File: src/rtl/bcd_pkg.sv
// Shared constants, FSM state type and digit payload for the binary-to-BCD converter.
package bcd_pkg;

  localparam int unsigned BIN_W   = 14;             // binary operand width
  localparam int unsigned NDIG    = 4;              // BCD digits produced
  localparam int unsigned MAX_VAL = 9999;           // largest representable value
  localparam int unsigned BCD_W   = 4 * NDIG;       // packed BCD field width
  localparam int unsigned SR_W    = BCD_W + BIN_W;  // double-dabble shift register
  localparam int unsigned CNT_W   = 4;              // holds 0..BIN_W-1

  localparam logic [3:0] BCD_NINE = 4'd9;

  typedef enum logic {
    IDLE  = 1'b0,
    SHIFT = 1'b1
  } state_e;

  // Four BCD digits, most significant first in the packed vector.
  typedef struct packed {
    logic [3:0] d3;
    logic [3:0] d2;
    logic [3:0] d1;
    logic [3:0] d0;
  } bcd4_t;

endpackage

File: src/rtl/bin_to_bcd4_if.sv
// Start/busy/valid handshake plus operand and digit results of the converter.
//   master : drives start/bin, observes busy/valid/ovf/digits
//   slave  : the converter side
interface bin_to_bcd4_if;
  import bcd_pkg::*;

  logic             start;
  logic [BIN_W-1:0] bin;
  logic             busy;
  logic             valid;
  logic             ovf;
  logic [3:0]       digit0;
  logic [3:0]       digit1;
  logic [3:0]       digit2;
  logic [3:0]       digit3;

  modport master (
    output start, bin,
    input  busy, valid, ovf, digit0, digit1, digit2, digit3
  );

  modport slave (
    input  start, bin,
    output busy, valid, ovf, digit0, digit1, digit2, digit3
  );

endinterface

File: src/rtl/bcd_add3.sv
// Double-dabble digit correction: adds 3 to a BCD nibble that is 5 or more.
//   din  : nibble before correction
//   dout : corrected nibble
module bcd_add3 (
  input  logic [3:0] din,
  output logic [3:0] dout
);

  assign dout = (din >= 4'd5) ? din + 4'd3 : din;

endmodule

File: src/rtl/bin_to_bcd4.sv
// Sequential 14-bit binary to 4-digit BCD converter (shift-and-add-3, one bit per clock).
//   clk   : rising-edge clock
//   rst   : synchronous active-high reset
//   bus   : slave side of bin_to_bcd4_if
//           start/bin in; busy, valid (1-cycle pulse), ovf and digit0..digit3 out.
//           Inputs above MAX_VAL saturate to 9999 with ovf set.
module bin_to_bcd4
  import bcd_pkg::*;
(
  input  logic          clk,
  input  logic          rst,
  bin_to_bcd4_if.slave  bus
);

  state_e            state_q, state_d;
  logic [SR_W-1:0]   sr_q, sr_d;
  logic [CNT_W-1:0]  cnt_q, cnt_d;
  logic              busy_q, busy_d;
  logic              valid_q, valid_d;
  logic              ovf_lat_q, ovf_lat_d;
  logic              ovf_q, ovf_d;
  bcd4_t             digits_q, digits_d;

  logic [BCD_W-1:0]  bcd_corr;
  logic [SR_W-1:0]   sr_shift;

  // Per-digit add-3 correction on the BCD field of the shift register.
  for (genvar g = 0; g < NDIG; g++) begin : g_add3
    bcd_add3 u_add3 (
      .din  (sr_q[BIN_W + 4*g +: 4]),
      .dout (bcd_corr[4*g +: 4])
    );
  end

  // Corrected register shifted left by one; the bit leaving the top is dropped.
  assign sr_shift = {bcd_corr[BCD_W-2:0], sr_q[BIN_W-1:0], 1'b0};

  // State and datapath registers.
  always_ff @(posedge clk) begin
    if (rst) begin
      state_q   <= IDLE;
      sr_q      <= '0;
      cnt_q     <= '0;
      busy_q    <= 1'b0;
      valid_q   <= 1'b0;
      ovf_lat_q <= 1'b0;
      ovf_q     <= 1'b0;
      digits_q  <= '0;
    end else begin
      state_q   <= state_d;
      sr_q      <= sr_d;
      cnt_q     <= cnt_d;
      busy_q    <= busy_d;
      valid_q   <= valid_d;
      ovf_lat_q <= ovf_lat_d;
      ovf_q     <= ovf_d;
      digits_q  <= digits_d;
    end
  end

  // Next-state and output logic.
  always_comb begin
    state_d   = state_q;
    sr_d      = sr_q;
    cnt_d     = cnt_q;
    busy_d    = busy_q;
    valid_d   = 1'b0;
    ovf_lat_d = ovf_lat_q;
    ovf_d     = ovf_q;
    digits_d  = digits_q;

    unique case (state_q)
      IDLE: begin
        if (bus.start) begin
          sr_d      = {BCD_W'(0), bus.bin};
          ovf_lat_d = (bus.bin > BIN_W'(MAX_VAL));
          cnt_d     = '0;
          busy_d    = 1'b1;
          state_d   = SHIFT;
        end
      end

      SHIFT: begin
        sr_d  = sr_shift;
        cnt_d = cnt_q + CNT_W'(1);
        // Last of the BIN_W shifts: publish result, saturating when out of range.
        if (cnt_q == CNT_W'(BIN_W - 1)) begin
          digits_d = ovf_lat_q ? bcd4_t'({NDIG{BCD_NINE}})
                               : bcd4_t'(sr_shift[SR_W-1 -: BCD_W]);
          ovf_d    = ovf_lat_q;
          valid_d  = 1'b1;
          busy_d   = 1'b0;
          state_d  = IDLE;
        end
      end

      default: state_d = IDLE;
    endcase
  end

  assign bus.busy   = busy_q;
  assign bus.valid  = valid_q;
  assign bus.ovf    = ovf_q;
  assign bus.digit0 = digits_q.d0;
  assign bus.digit1 = digits_q.d1;
  assign bus.digit2 = digits_q.d2;
  assign bus.digit3 = digits_q.d3;

endmodule

File: src/flat_wrapper.sv
// flat-port wrapper written by rule: the top's interface ports become plain ports
module bin_to_bcd4_flat import bcd_pkg::*;
  (clk, rst, bus_start, bus_bin, bus_busy, bus_valid, bus_ovf, bus_digit0, bus_digit1, bus_digit2, bus_digit3);
  bin_to_bcd4_if bus_i ();
  input  logic clk;
  input  logic rst;
  input wire logic [$bits(bus_i.start)-1:0] bus_start;
  input wire logic [$bits(bus_i.bin)-1:0] bus_bin;
  output wire logic [$bits(bus_i.busy)-1:0] bus_busy;
  output wire logic [$bits(bus_i.valid)-1:0] bus_valid;
  output wire logic [$bits(bus_i.ovf)-1:0] bus_ovf;
  output wire logic [$bits(bus_i.digit0)-1:0] bus_digit0;
  output wire logic [$bits(bus_i.digit1)-1:0] bus_digit1;
  output wire logic [$bits(bus_i.digit2)-1:0] bus_digit2;
  output wire logic [$bits(bus_i.digit3)-1:0] bus_digit3;
  assign bus_i.start = bus_start;
  assign bus_i.bin = bus_bin;
  assign bus_busy = bus_i.busy;
  assign bus_valid = bus_i.valid;
  assign bus_ovf = bus_i.ovf;
  assign bus_digit0 = bus_i.digit0;
  assign bus_digit1 = bus_i.digit1;
  assign bus_digit2 = bus_i.digit2;
  assign bus_digit3 = bus_i.digit3;
  bin_to_bcd4 u_core (.clk(clk), .rst(rst), .bus(bus_i));
endmodule
File: config.mk
export PLATFORM = sky130hd
export DESIGN_NAME = bin_to_bcd4_flat
export DESIGN_NICKNAME = d
export VERILOG_FILES = /design/src/rtl/bcd_pkg.sv /design/src/rtl/bin_to_bcd4_if.sv /design/src/rtl/bcd_add3.sv /design/src/rtl/bin_to_bcd4.sv /design/src/flat_wrapper.sv
export SDC_FILE = /design/constraint.sdc
export NUM_CORES = 1
export LEC_CHECK = 0
export ABC_CLOCK_PERIOD_IN_PS = 1800
export CAP_MARGIN = 10
export CORE_MARGIN = 4
export CORE_UTILIZATION = 30
export CTS_CLUSTER_SIZE = 14
export DETAILED_ROUTE_END_ITERATION = 12
export MAX_ROUTING_LAYER = met4
export PLACE_DENSITY = 0.5
export SLEW_MARGIN = 30
export SYNTH_ARGS = -nofsm -noshare
export SYNTH_HDL_FRONTEND = slang
export SYNTH_SLANG_ARGS = --single-unit
export TNS_END_PERCENT = 30
File: constraint.sdc
create_clock -name clk -period 1.8 [get_ports clk]
set_input_delay 0.54 -clock clk [delete_from_list [all_inputs] [get_ports clk]]
set_output_delay 0.54 -clock clk [all_outputs]
set_load 0.005 [all_outputs]
==> flow_summary.yaml, run 1 <==
status:
  status: "finished, final reports clean"
logic_synthesis:
  synth.top_cell.area_share_pct: 43.8
  ys_ff_latch: 55
  synth_area_leaders: "dfxtp_1, nor2_1, mux2i_1, a21oi_1, ha_1"
  synth_nets: 314
  seq_area_frac_synth_pct: 43.8
  syn_inst: 287
  synth_edf_count: 0
  synth_top_cell_by_area: "dfxtp_1"
  avgSynthCellArea_um2: 8.77
  netlist_area_um2: 2520
  synth-async-reset-ratio_pct: 0
  yosysWarningCount: 0
  ys.flop_type: "dfxtp_1"
  synth_cell_types: 37
worst_setup_path:
  crit_start: "u_core.bus.digit3[1]$_SDFFE_PP0P_"
  arrival_ns: 1.17
  slowest_stage: "clkdlybuf4s50_1"
  required_ns: 1.26
  r2r-start: "u_core.sr_q[15]$_SDFFE_PP0P_"
  r2r_slack_ns: 0.22
  worstPathCellList: "clkdlybuf4s50_1"
  startpoint_type: "flip-flop"
  cp-end-kind: "primary output"
  crit_fanout: 2
  setup.worst_path.class: "reg -> out"
  slowest_delay_ns: 0.50
  cp_num_buf_inv: 1
  cpLargestDelayFamily: "buffers and inverters"
route:
  routed_via_density: 4.78
  routed_wire_length_per_instance_um: 12.9
  drcViolationCount: 0
  wirelength_mm: 5.60
  first_pass_iters: 4
  drt.antenna.violating_nets: 0
  vias: 2070
  drt_iter0_drc: 47
cts:
  clk_pin_slew_ns: 0.10
  clock-sinks: 55
  cts_tree: "yes"
  cts_root_buf: "clkbuf_8"
  cts_max_level: 2
  ctsLongestPathBuffers: 2
  cts_buffers: 5
  clk_latency_ns: 0.31
  hold_buffers: 0
  ctsResizeCount: 0
  post-cts-setup-buffers: 0
min_path:
  hold_path.class: "reg -> reg"
  hold_start: "u_core.bus.ovf$_SDFFE_PP0P_"
power:
  pwr-share-seq_pct: 54.0
  finalPower_mw: 2.34
  p_sw_mw: 0.542
  share_comb_of_total_power_pct: 9.0
  p_int_mw: 1.80
  peakVddDrop_mv: 0.313
  clkPwrFrac_pct: 37.0
  p_per_area_nw_per_um2: 739
  p_leak_nw: 1.14
  swShare_pct: 23.2
cells_and_area:
  multi_input_area_um2: 1270
  syn2layout_area_growth_pct: 25.8
  layout_commonest_cell: "dfxtp_1"
  antennaDiodeCount: 0
  nFillCells: 869
  drive_gt1_share_pct: 9.45
  seqCellArea_um2: 1100
  layout_common_cells: "dfxtp_1, nor2_1, clkdlybuf4s50_1, a21oi_1"
  final_util_pct: 38.7
  nets: 354
timing:
  setup_viol: 0
  whs_ns: 0.468
  hold_violations: 0
  rsz0062_at_grt: "false"
  max_freq_mhz: 586
  slew_violations: 0
  max-slew-margin-rel_pct: 74.7
  clock-skew-final_ns: 0.00721
  min_period_over_period_pct: 94.8
  worst_pin_slew_ns: 0.380
  fin_crit_ns: 1.71
placed_design:
  io_buffers: 35
  hpwl_mm: 4.15
  gp_congestion: 0.811
die:
  die-height_um: 99.6
  dieArea_um2: 9920
  rows: 33
  initial_core_util_pct: 30.8
  core_um2: 8180
  io_pins: 36
  die_w_um: 99.6
run:
  maxCapViolations: 0
global_routing:
  grt_busiest_layer: "met2"
  grt_pass1_wl_mm: 9.55
  grt_pass1_vias: 1986
  antenna_found_initial: 0
  grt.overflow.total: 0
  grt_use_total_pct: 12.2
  gr-usage-met1_pct: 15.8
  grt_max_degree: 22
  grtUsageMet2_pct: 19.3
  use_met3_pct: 2.38
[state kept, by name, indices dropped and copies added, names as in the netlist]
name and count:
u_core.state_q 1, u_core.bus.ovf 1, u_core.bus.busy 1, u_core.ovf_lat_q 1, u_core.sr_q 30, u_core.bus.digit0 4, u_core.bus.digit1 4, u_core.cnt_q 4
u_core.bus.digit3 4, u_core.bus.digit2 4, u_core.bus.valid 1
[per-stage QoR]
step / setup slack (ns) / TNS (ns) / instance area [um^2] / std cells
floorplan: 0.296 / 0 / 2520 / 287
global placement: -0.0554 / -0.704 / 3050 / 425
detailed placement: -0.100 / -1.34 / 3050 / 425
CTS: 0.0650 / 0 / 3160 / 433
global route: 0.0338 / 0 / 3160 / 433
finish: 0.0936 / 0 / 3160 / 433
[path summary, 6_finish.rpt]
path | end | depth (start not counted)
min reg2reg | u_core.bus.ovf$_SDFFE_PP0P_ | 2
min | u_core.bus.ovf$_SDFFE_PP0P_ | 2
max reg2reg | u_core.sr_q[16]$_SDFFE_PP0P_ | 6
max | bus_digit3[1] | 1
[power by group through the flow]
stage          clock (mW)  sequential (mW)  combinational, mW
5_1_grt             0.931             1.27              0.240
3_3_place_gp            0             1.29              0.212
6_report            0.866             1.26              0.210
3_5_place_dp            0             1.29              0.214
2_1_floorplan           0             1.29              0.130
4_1_cts             0.890             1.26              0.214
[synthesized netlist by cell type, types with 3 or more instances]
library cell,n
dfxtp_1,55
nor2_1,45
a21oi_1,27
inv_1,15
mux2i_1,15
nand2b_1,11
ha_1,10
nor3_1,10
o32ai_1,10
nand2_1,9
nand3b_1,9
nor3b_1,8
o21ai_0,8
buf_2,7
o21ai_1,7
clkbuf_1,6
mux2_2,4
o22ai_1,4
a211oi_1,3
buf_1,3
xnor2_1,3
[logic make-up (layout without fill, tap and decap cells)]
kind of cell,after synthesis,after routing,synth area share [%]
AO/OA/AOI/OAI,67,67,16.5
XOR/XNOR,3,3,1.04
adder cells (fa/ha/maj),10,10,4.97
buffers and inverters,33,74,5.57
flip-flops,55,55,43.8
multiplexers,19,19,7.76
AND/OR/NAND/NOR,100,100,20.4
[area by class of cell]
class / count / share of cell area, %
clock buffer: 6 / 2.61
clock inverter: 2 / 1.11
inverter: 15 / 1.78
multi-input combinational: 199 / 40.3
sequential: 55 / 34.8
tap: 105 / 4.15
timing repair buffer: 51 / 15.3
[metal layers]
layer  wire length [um]  vias to the layer above
li1                   -                     1080
met1               2690                      951
met2               2630                       34
met3                218                        5
met4                 64                        0
met5                  0                        -
(Power assumes the default switching activity.)
==> run 2: changes to the inputs <==
==> constraint.sdc (replaced) <==
create_clock -name clk -period 1.8 [get_ports clk]
set_input_delay 0.18 -clock clk [delete_from_list [all_inputs] [get_ports clk]]
set_output_delay 0.18 -clock clk [all_outputs]
set_load 0.005 [all_outputs]
==> run 2 against run 1 <==
Against the previous run:
- combinational power down 4%
- clock power fell by 13%
- clock skew about the same
- total power is 5.2% lower
- via count decreased by 0.29%
- highest routed layer unchanged
==> flow_summary.yaml, run 2 (same netlist as run 1, synthesis figures left out) <==
status:
  status: "finished, final reports clean"
die:
  die-height_um: 99.6
  core_um2: 8180
  initial_core_util_pct: 30.8
  rows: 33
  die_w_um: 99.6
  io_pins: 36
  dieArea_um2: 9920
route:
  drt.antenna.violating_nets: 0
  dr_wl_met3_um: 285
  vias: 2064
  first_pass_iters: 4
  routed_wire_length_per_instance_um: 13.2
  drcViolationCount: 0
  wirelength_mm: 5.62
  wl_met1_mm: 2.76
  routed_via_density: 4.85
  drt_iter0_drc: 58
  wl_met2_mm: 2.53
  highest-signal-layer: "met4"
worst_setup_path:
  cp-end-kind: "flip-flop"
  arrival_ns: 1.79
  setup.worst_path.class: "reg -> reg"
  startpoint_type: "flip-flop"
  crit_fanout: 4
  required_ns: 2.02
placed_design:
  io_buffers: 35
  gp_congestion: 0.762
  placed_area_um2: 2990
  dp_cells: 418
  hpwl_mm: 3.98
  post-place-ws_ns: 0.242
global_routing:
  antenna_found_initial: 0
  grt_pass1_vias: 1923
  grt_max_degree: 39
  grt_use_total_pct: 12.0
  grt_pass1_wl_mm: 9.47
  grt.overflow.total: 0
timing:
  setup_viol: 0
  worst_pin_slew_ns: 0.380
  min_period_over_period_pct: 87.3
  rsz0062_at_grt: "false"
  setup_slack_ns: 0.229
  slew_violations: 0
  clock-skew-final_ns: 0.00683
  max-slew-margin-rel_pct: 74.7
  setup-tns-final_ns: 0
  max_freq_mhz: 636
  hold_violations: 0
  fin_crit_ns: 1.57
  whs_ns: 0.464
cells_and_area:
  nets: 347
  antennaDiodeCount: 0
  multi_input_area_um2: 1270
  largest_register_ff_count: 30
  layout_common_cells: "dfxtp_1, nor2_1, clkdlybuf4s50_1, a21oi_1"
  instances_no_fill: 426
  drive_gt1_share_pct: 7.48
  seqCellArea_um2: 1100
  nFillCells: 863
  syn2layout_area_growth_pct: 23.1
  layout_commonest_cell: "dfxtp_1"
  regMostFlops: "u_core.sr_q"
  post-route-cell-area_um2: 3100
cts:
  ctsLongestPathBuffers: 2
  cts_buffers: 5
  cts_max_level: 2
  cts_tree: "yes"
  cts_root_buf: "clkbuf_8"
  clk_latency_ns: 0.30
  hold_buffers: 0
  clk_pin_slew_ns: 0.10
  ctsResizeCount: 0
  post-cts-setup-buffers: 0
  clock-sinks: 55
power:
  peakVddDrop_mv: 0.312
  p_per_area_nw_per_um2: 716
  p_leak_nw: 1.10
min_path:
  hold_path.class: "reg -> reg"
run:
  maxCapViolations: 0
## run 2: changes by cell type in the layout (fill, tap and decap cells not counted)
cell / change
bufinv_16: -1
clkinv_2: -1
buf_4: -7
clkinvlp_4: +1
clkbuf_8: +1
## run 2: final cells by class
cell class / instances / area share [%]
Multi-Input combinational cell: 199 / 41.2
Clock inverter: 1 / 0.242
Sequential cell: 55 / 35.5
Clock buffer: 7 / 3.11
Timing Repair Buffer: 44 / 13.9
Tap cell: 105 / 4.24
Inverter: 15 / 1.82
## run 2: final timing paths
path / startpoint / to / slack [ns] / cells past startpoint
worst min register to register: u_core.bus.ovf$_SDFFE_PP0P_ / u_core.bus.ovf$_SDFFE_PP0P_ / 0.46 / 2
worst max-delay path: u_core.sr_q[15]$_SDFFE_PP0P_ / u_core.sr_q[16]$_SDFFE_PP0P_ / 0.23 / 6
worst min-delay path: u_core.bus.ovf$_SDFFE_PP0P_ / u_core.bus.ovf$_SDFFE_PP0P_ / 0.46 / 2
worst max register to register: u_core.sr_q[15]$_SDFFE_PP0P_ / u_core.sr_q[16]$_SDFFE_PP0P_ / 0.23 / 6
## run 2: layer usage
layer | track usage, % | vias to the layer above
met5 | - | -
met4 | 2.52 | 0
met3 | 2.59 | 5
met2 | 19.8 | 39
met1 | 15.3 | 952
li1 | - | 1068
## run 2: critical path, stage by stage, from the launching register on
cell and delay (ns):
dfxtp_1 0.35, inv_1 0.08, ha_1 0.18, nand2b_1 0.15, a21oi_1 0.22, mux2_2 0.39
o32ai_1 0.11
## run 2: power by group
group          leakage, nW  switching (mW)  internal (mW)
registers            0.446          0.0199           1.24
logic                0.601           0.107         0.0942
clock network       0.0505           0.401          0.351
## run 2: per-stage QoR
stage	power, mW	utilization, %
5_1_grt	2.33	37.9
6_report	2.22	37.9
3_3_place_gp	1.49	36.6
2_1_floorplan	1.42	-
3_5_place_dp	1.50	36.6
4_1_cts	2.26	37.9
==> run 3: changes to the inputs <==
TNS_END_PERCENT = default   (was 30)
==> results of run 3 <==
The final DEF is identical to that of run 2; final timing and power are the same.
